===== src/rtl/multi_phase_light_controller.sv =====
// N-phase green/yellow/all-red sequencer with one-hot priority, maintenance override and illegal-state recovery.
// Optional build macro MLC_MAINT_FLASH_EN: flashing yellow on all phases while in maintenance.
module multi_phase_light_controller #(
  parameter int NUM_PHASES   = 4,
  parameter int GREEN_TICKS  = 10,
  parameter int YELLOW_TICKS = 3,
  parameter int ALLRED_TICKS = 2,
  parameter int PRIO_EXTEND  = 5,
  parameter int CNT_W        = 8
) (
  input  logic                          clk,
  input  logic                          rst,
  input  logic [NUM_PHASES-1:0]         phase_priority,
  input  logic                          maintenance,
  output logic [NUM_PHASES-1:0]         green,
  output logic [NUM_PHASES-1:0]         yellow,
  output logic [NUM_PHASES-1:0]         red,
  output logic [$clog2(NUM_PHASES)-1:0] active_phase,
  output logic                          phase_done,
  output logic                          fault
);

  localparam int PW = $clog2(NUM_PHASES);
  localparam logic [CNT_W-1:0] GREEN_LOAD  = CNT_W'(GREEN_TICKS - 1);
  localparam logic [CNT_W-1:0] PRIO_LOAD   = CNT_W'(GREEN_TICKS + PRIO_EXTEND - 1);
  localparam logic [CNT_W-1:0] YELLOW_LOAD = CNT_W'(YELLOW_TICKS - 1);
  localparam logic [CNT_W-1:0] ALLRED_LOAD = CNT_W'(ALLRED_TICKS - 1);
  localparam logic [PW-1:0]    LAST_PHASE  = PW'(NUM_PHASES - 1);

  typedef enum logic [2:0] {
    GREEN  = 3'd0,
    YELLOW = 3'd1,
    ALLRED = 3'd2,
    MAINT  = 3'd3
  } state_e;

  // Held as a raw vector so codes 4..7 stay representable and can be detected as illegal.
  logic [2:0]            state_q;
  state_e                state_d;
  logic [CNT_W-1:0]      cnt_q, cnt_d;
  logic [PW-1:0]         next_phase_q, next_phase_d;
  logic [PW-1:0]         active_q, active_d;
  logic                  fault_q, fault_d;
  logic                  done_q, done_d;
  logic [NUM_PHASES-1:0] green_q, green_d;
  logic [NUM_PHASES-1:0] yellow_q, yellow_d;
  logic [NUM_PHASES-1:0] red_q, red_d;

  logic                  prio_valid;
  logic [PW-1:0]         prio_idx;
  logic [PW-1:0]         phase_inc;
  logic                  state_legal;

`ifdef MLC_MAINT_FLASH_EN
  logic [2:0]            flash_cnt_q, flash_cnt_d;
  logic                  flash_on_q, flash_on_d;
`endif

  always_comb begin : prio_decode
    prio_valid = $onehot(phase_priority);
    prio_idx   = '0;
    for (int i = 0; i < NUM_PHASES; i++) begin
      if (phase_priority[i]) prio_idx = PW'(i);
    end
  end

  assign phase_inc   = (active_q == LAST_PHASE) ? '0 : active_q + PW'(1);
  assign state_legal = (state_q == GREEN) || (state_q == YELLOW) ||
                       (state_q == ALLRED) || (state_q == MAINT);

  always_comb begin : next_state
    state_d      = ALLRED;
    cnt_d        = cnt_q - CNT_W'(1);
    next_phase_d = next_phase_q;
    active_d     = active_q;
    fault_d      = fault_q;
    done_d       = 1'b0;
    if (!state_legal) begin
      cnt_d        = ALLRED_LOAD;
      fault_d      = 1'b1;
      next_phase_d = '0;
    end else if (maintenance) begin
      // Maintenance beats a simultaneous expiry; an interrupted phase counts as served.
      state_d = MAINT;
      cnt_d   = cnt_q;
      if ((state_q == GREEN) || (state_q == YELLOW)) next_phase_d = phase_inc;
    end else begin
      case (state_q)
        GREEN: begin
          state_d = GREEN;
          if (cnt_q == '0) begin
            state_d = YELLOW;
            cnt_d   = YELLOW_LOAD;
          end
        end
        YELLOW: begin
          state_d = YELLOW;
          if (cnt_q == '0) begin
            state_d      = ALLRED;
            cnt_d        = ALLRED_LOAD;
            done_d       = 1'b1;
            next_phase_d = phase_inc;
          end
        end
        ALLRED: begin
          state_d = ALLRED;
          if (cnt_q == '0) begin
            state_d  = GREEN;
            active_d = prio_valid ? prio_idx : next_phase_q;
            cnt_d    = prio_valid ? PRIO_LOAD : GREEN_LOAD;
          end
        end
        MAINT: begin
          state_d = ALLRED;
          cnt_d   = ALLRED_LOAD;
        end
        default: begin
          state_d = ALLRED;
          cnt_d   = ALLRED_LOAD;
        end
      endcase
    end
  end

`ifdef MLC_MAINT_FLASH_EN
  always_comb begin : flash_next
    flash_cnt_d = '0;
    flash_on_d  = 1'b1;
    if (state_q == MAINT) begin
      flash_cnt_d = flash_cnt_q + 3'd1;
      flash_on_d  = (flash_cnt_q == 3'd7) ? ~flash_on_q : flash_on_q;
    end
  end
`endif

  // Lamps are decoded from the upcoming state so the registered outputs line up with state_q.
  always_comb begin : lamp_decode
    green_d  = '0;
    yellow_d = '0;
    red_d    = '1;
    case (state_d)
      GREEN: begin
        green_d[active_d] = 1'b1;
        red_d[active_d]   = 1'b0;
      end
      YELLOW: begin
        yellow_d[active_d] = 1'b1;
        red_d[active_d]    = 1'b0;
      end
      MAINT: begin
`ifdef MLC_MAINT_FLASH_EN
        red_d    = '0;
        yellow_d = {NUM_PHASES{flash_on_d}};
`endif
      end
      default: begin
        red_d = '1;
      end
    endcase
  end

  always_ff @(posedge clk or negedge rst) begin
    if (!rst) begin
      state_q      <= ALLRED;
      cnt_q        <= ALLRED_LOAD;
      next_phase_q <= '0;
      active_q     <= '0;
      fault_q      <= 1'b0;
      done_q       <= 1'b0;
      green_q      <= '0;
      yellow_q     <= '0;
      red_q        <= '1;
    end else begin
      state_q      <= state_d;
      cnt_q        <= cnt_d;
      next_phase_q <= next_phase_d;
      active_q     <= active_d;
      fault_q      <= fault_d;
      done_q       <= done_d;
      green_q      <= green_d;
      yellow_q     <= yellow_d;
      red_q        <= red_d;
    end
  end

`ifdef MLC_MAINT_FLASH_EN
  always_ff @(posedge clk or negedge rst) begin
    if (!rst) begin
      flash_cnt_q <= '0;
      flash_on_q  <= 1'b1;
    end else begin
      flash_cnt_q <= flash_cnt_d;
      flash_on_q  <= flash_on_d;
    end
  end
`endif

  assign green        = green_q;
  assign yellow       = yellow_q;
  assign red          = red_q;
  assign active_phase = active_q;
  assign phase_done   = done_q;
  assign fault        = fault_q;

endmodule


===== config.mk =====
export PLATFORM = sky130hd
export DESIGN_NAME = multi_phase_light_controller
export DESIGN_NICKNAME = d
export VERILOG_FILES = /design/src/rtl/multi_phase_light_controller.sv
export SDC_FILE = /design/constraint.sdc
export NUM_CORES = 1
export LEC_CHECK = 0
export CAP_MARGIN = 20
export CORE_MARGIN = 5
export CORE_UTILIZATION = 50
export DETAILED_ROUTE_END_ITERATION = 16
export GPL_ROUTABILITY_DRIVEN = 0
export PLACE_DENSITY = 0.86
export SLEW_MARGIN = 10
export SYNTH_ARGS = -nofsm -noshare
export SYNTH_HDL_FRONTEND = slang
export SYNTH_SLANG_ARGS = --single-unit

===== constraint.sdc =====
create_clock -name clk -period 2.6 [get_ports clk]
set_clock_uncertainty 0.2 [all_clocks]
set_input_delay 0.39 -clock clk [delete_from_list [all_inputs] [get_ports clk]]
set_output_delay 0.39 -clock clk [all_outputs]
set_load 0.02 [all_outputs]

==> results_dict.tcl <==
set metrics [dict create \
    clock_sinks 28 \
    synth_warnings 0 \
    antenna_found_initial 0 \
    cts-hold-fix-buffers 0 \
    cts_inserted_buffers 3 \
    min_period_over_period 0.979 \
    vdd_drop_max_uv 631 \
    grt_pass1_wl_um 5820 \
    start_util 0.509 \
    yosysUniqueCellTypes 39 \
    viasPerCell 5.95 \
    die_area_sq_um 3910 \
    num-nets-final 179 \
    design_area_sq_um 1810 \
    fp.dieH_um 62.5 \
    ys.flop_type "dfrtp_1" \
    grt_pass1_vias 1199 \
    min_from "fault" \
    setup_viol 0 \
    antenna_cells 0 \
    critical_path.startpoint "phase_priority[3]" \
    crit_chain "clkbuf_2, inv_2, fa_1, inv_1, ha_2, ha_4, nor3b_4, mux2i_2, mux2i_4, inv_4, nor3_2" \
    drcViolationCount 0 \
    worstSetupPathType "in2reg" \
    hpwlAfterDp_um 2360 \
    avgRoutedWirePerCell_um 17.4 \
    path_buf_inv 4 \
    hold_path.class "reg2reg" \
    nFillCells 211 \
    io_pins 23 \
    worst_pin_slew_ns 0.434 \
    cts_root_buffer "clkbuf_4" \
    first_pass_iters 4 \
    async_reset_ff_frac 1.00 \
    dpl_cell_area_sq_um 1740 \
    slew_viol_final 0 \
    die_x_um 62.5 \
    p_per_area_nw_per_um2 966 \
    vias 1172 \
    synthCells 134 \
    crit_required_ns 2.65 \
    fmax_ghz 0.393 \
    start_kind "input port" \
    postRouteAntennaNets 0 \
    hold_viol 0 \
    drtIter0Drc 51 \
    ys_seq_area_frac 0.514 \
    htree_levels 1 \
    slowest_delay_ns 0.53 \
    worst_path_max_delay_cell "fa_1" \
    ys_seq_elements 28 \
    p_total_mw 1.75 \
    grt_max_degree 29 \
    placement_rows 19 \
    track_usage 0.182 \
    area_growth_pct 31.3 \
    rsz0062_at_grt "true" \
    cts_tree "built" \
    wl_um 3430 \
    netlist_area_sq_um 1380 \
    avgSynthCellArea_sq_um 10.3 \
    drive_gt1_frac 0.283 \
    grt_overflow 0 \
    crit_arrival_ns 2.59 \
    synth_nets 146 \
    synth_edf_count 0 \
    finalCriticalPeriod_ns 2.54 \
    power.static_leakage_nw 0.796 \
    maxCapViolations 0 \
    port_buffers 22 \
    cp_max_fo 7 \
    path_clk_slew_ns 0.16 \
    cpLargestDelayFamily "adder cells" \
    core-area_sq_um 2710 \
    clk_latency_ns 0.32 \
    clock_path_buffers 2 \
    crit_path_end_kind "flip-flop" \
    r2r_start "cnt_q[1]" \
    maxSlewHeadroom 0.708 \
    status "complete, no violations" \
]
-- routing by layer --
| layer | share of wire | GRT usage | wire, um | vias to the layer above |
|---|---|---|---|---|
| li1 | - | - | - | 543 |
| met1 | 0.40 | 0.233 | 1390 | 584 |
| met2 | 0.53 | 0.316 | 1840 | 39 |
| met3 | 0.051 | 0.0360 | 175 | 6 |
| met4 | 0.010 | 0.0398 | 36 | 0 |
| met5 | 0 | 0 | 0 | - |
-- final timing paths --
| check | to | cells after the start | slack [ns] |
|---|---|---|---|
| min | fault | 0 | 0.20 |
| max | green[0] | 11 | 0.06 |
| min in group asynchronous | yellow[0] | 2 | 0.21 |
| max reg2reg | yellow[2] | 6 | 0.08 |
| max in group asynchronous | red[0] | 2 | 1.69 |
| min reg2reg | fault | 0 | 0.20 |
-- placed cells by master (no fill, tap or decap), drive strengths merged, types with 2 or more instances in the layout --
master	instances
a21oi	8
a31oi	2
buf	11
clkbuf	6
clkdlybuf4s50	19
dfrtp	22
dfstp	6
ha	4
inv	14
mux2i	3
nand2	6
nand3	7
nand4	2
nor2	8
nor3	9
nor4b	2
o21a	2
o21ai	11
or3	4
-- where the power goes --
part	internal (mW)	switching (mW)
Combinational	0.347	0.449
Clock	0.156	0.131
Sequential	0.546	0.121
-- flip-flops by register name, summed over array words and instances (netlist names) --
register,cells
state_q,2
active_phase,2
green,4
yellow,4
next_phase_q,2
cnt_q,8
red,4
fault,1
phase_done,1
-- cells in the mapped netlist (all sizes together), types with 2 or more instances --
cell type / count / area (sq um)
dfrtp: 22 / 551
inv: 14 / 52.6
o21ai: 11 / 55.1
nor3: 9 / 45.0
a21oi: 8 / 40.0
nor2: 8 / 30.0
nand3: 7 / 35.0
dfstp: 6 / 158
nand2: 6 / 22.5
clkbuf: 5 / 18.8
ha: 4 / 50.1
or3: 4 / 28.8
mux2i: 3 / 42.5
a31oi: 2 / 12.5
nand4: 2 / 12.5
nor4b: 2 / 32.5
o21a: 2 / 15.0
-- what timing repair did --
item / 4_1_cts / 5_1_grt
pin swaps: 4 / 7
buffers inserted: 1 / 0
setup endpoints to repair: 16 / 9
gates resized for setup: 11 / 9
endpoints found under the hold margin: 0 / 0
-- cell families after synthesis --
| family | after synthesis | synth area share |
|---|---|---|
| AND/OR/NAND/NOR | 44 | 0.186 |
| flip-flops | 28 | 0.514 |
| buffers and inverters | 19 | 0.0517 |
| multiplexers | 4 | 0.0390 |
| adder cells (fa/ha/maj) | 5 | 0.0508 |
| XOR/XNOR | 1 | 0.00635 |
| AO/OA/AOI/OAI | 33 | 0.152 |
-- stage by stage --
step | utilization | setup TNS, ns | instances | worst slack, ns | hold WS, ns
2_1_floorplan | - | 0 | 134 | 0.0361 | -0.106
3_3_place_gp | 0.640 | -8.23 | 192 | -0.614 | 0.164
3_5_place_dp | 0.640 | -9.39 | 192 | -0.698 | 0.167
4_1_cts | 0.669 | 0 | 197 | 0.0265 | 0.201
5_1_grt | 0.668 | -0.0298 | 197 | -0.0184 | 0.224
6_report | 0.668 | 0 | 197 | 0.0552 | 0.196
-- cell type report --
type,count,area [sq um],area share
Sequential cell,28,708,0.391
Inverter,14,55.1,0.0304
Tap cell,31,38.8,0.0214
Timing Repair Buffer,33,288,0.159
Clock buffer,3,22.5,0.0124
Clock inverter,1,30.0,0.0166
Multi-Input combinational cell,87,668,0.369
(Power assumes the default switching activity.)
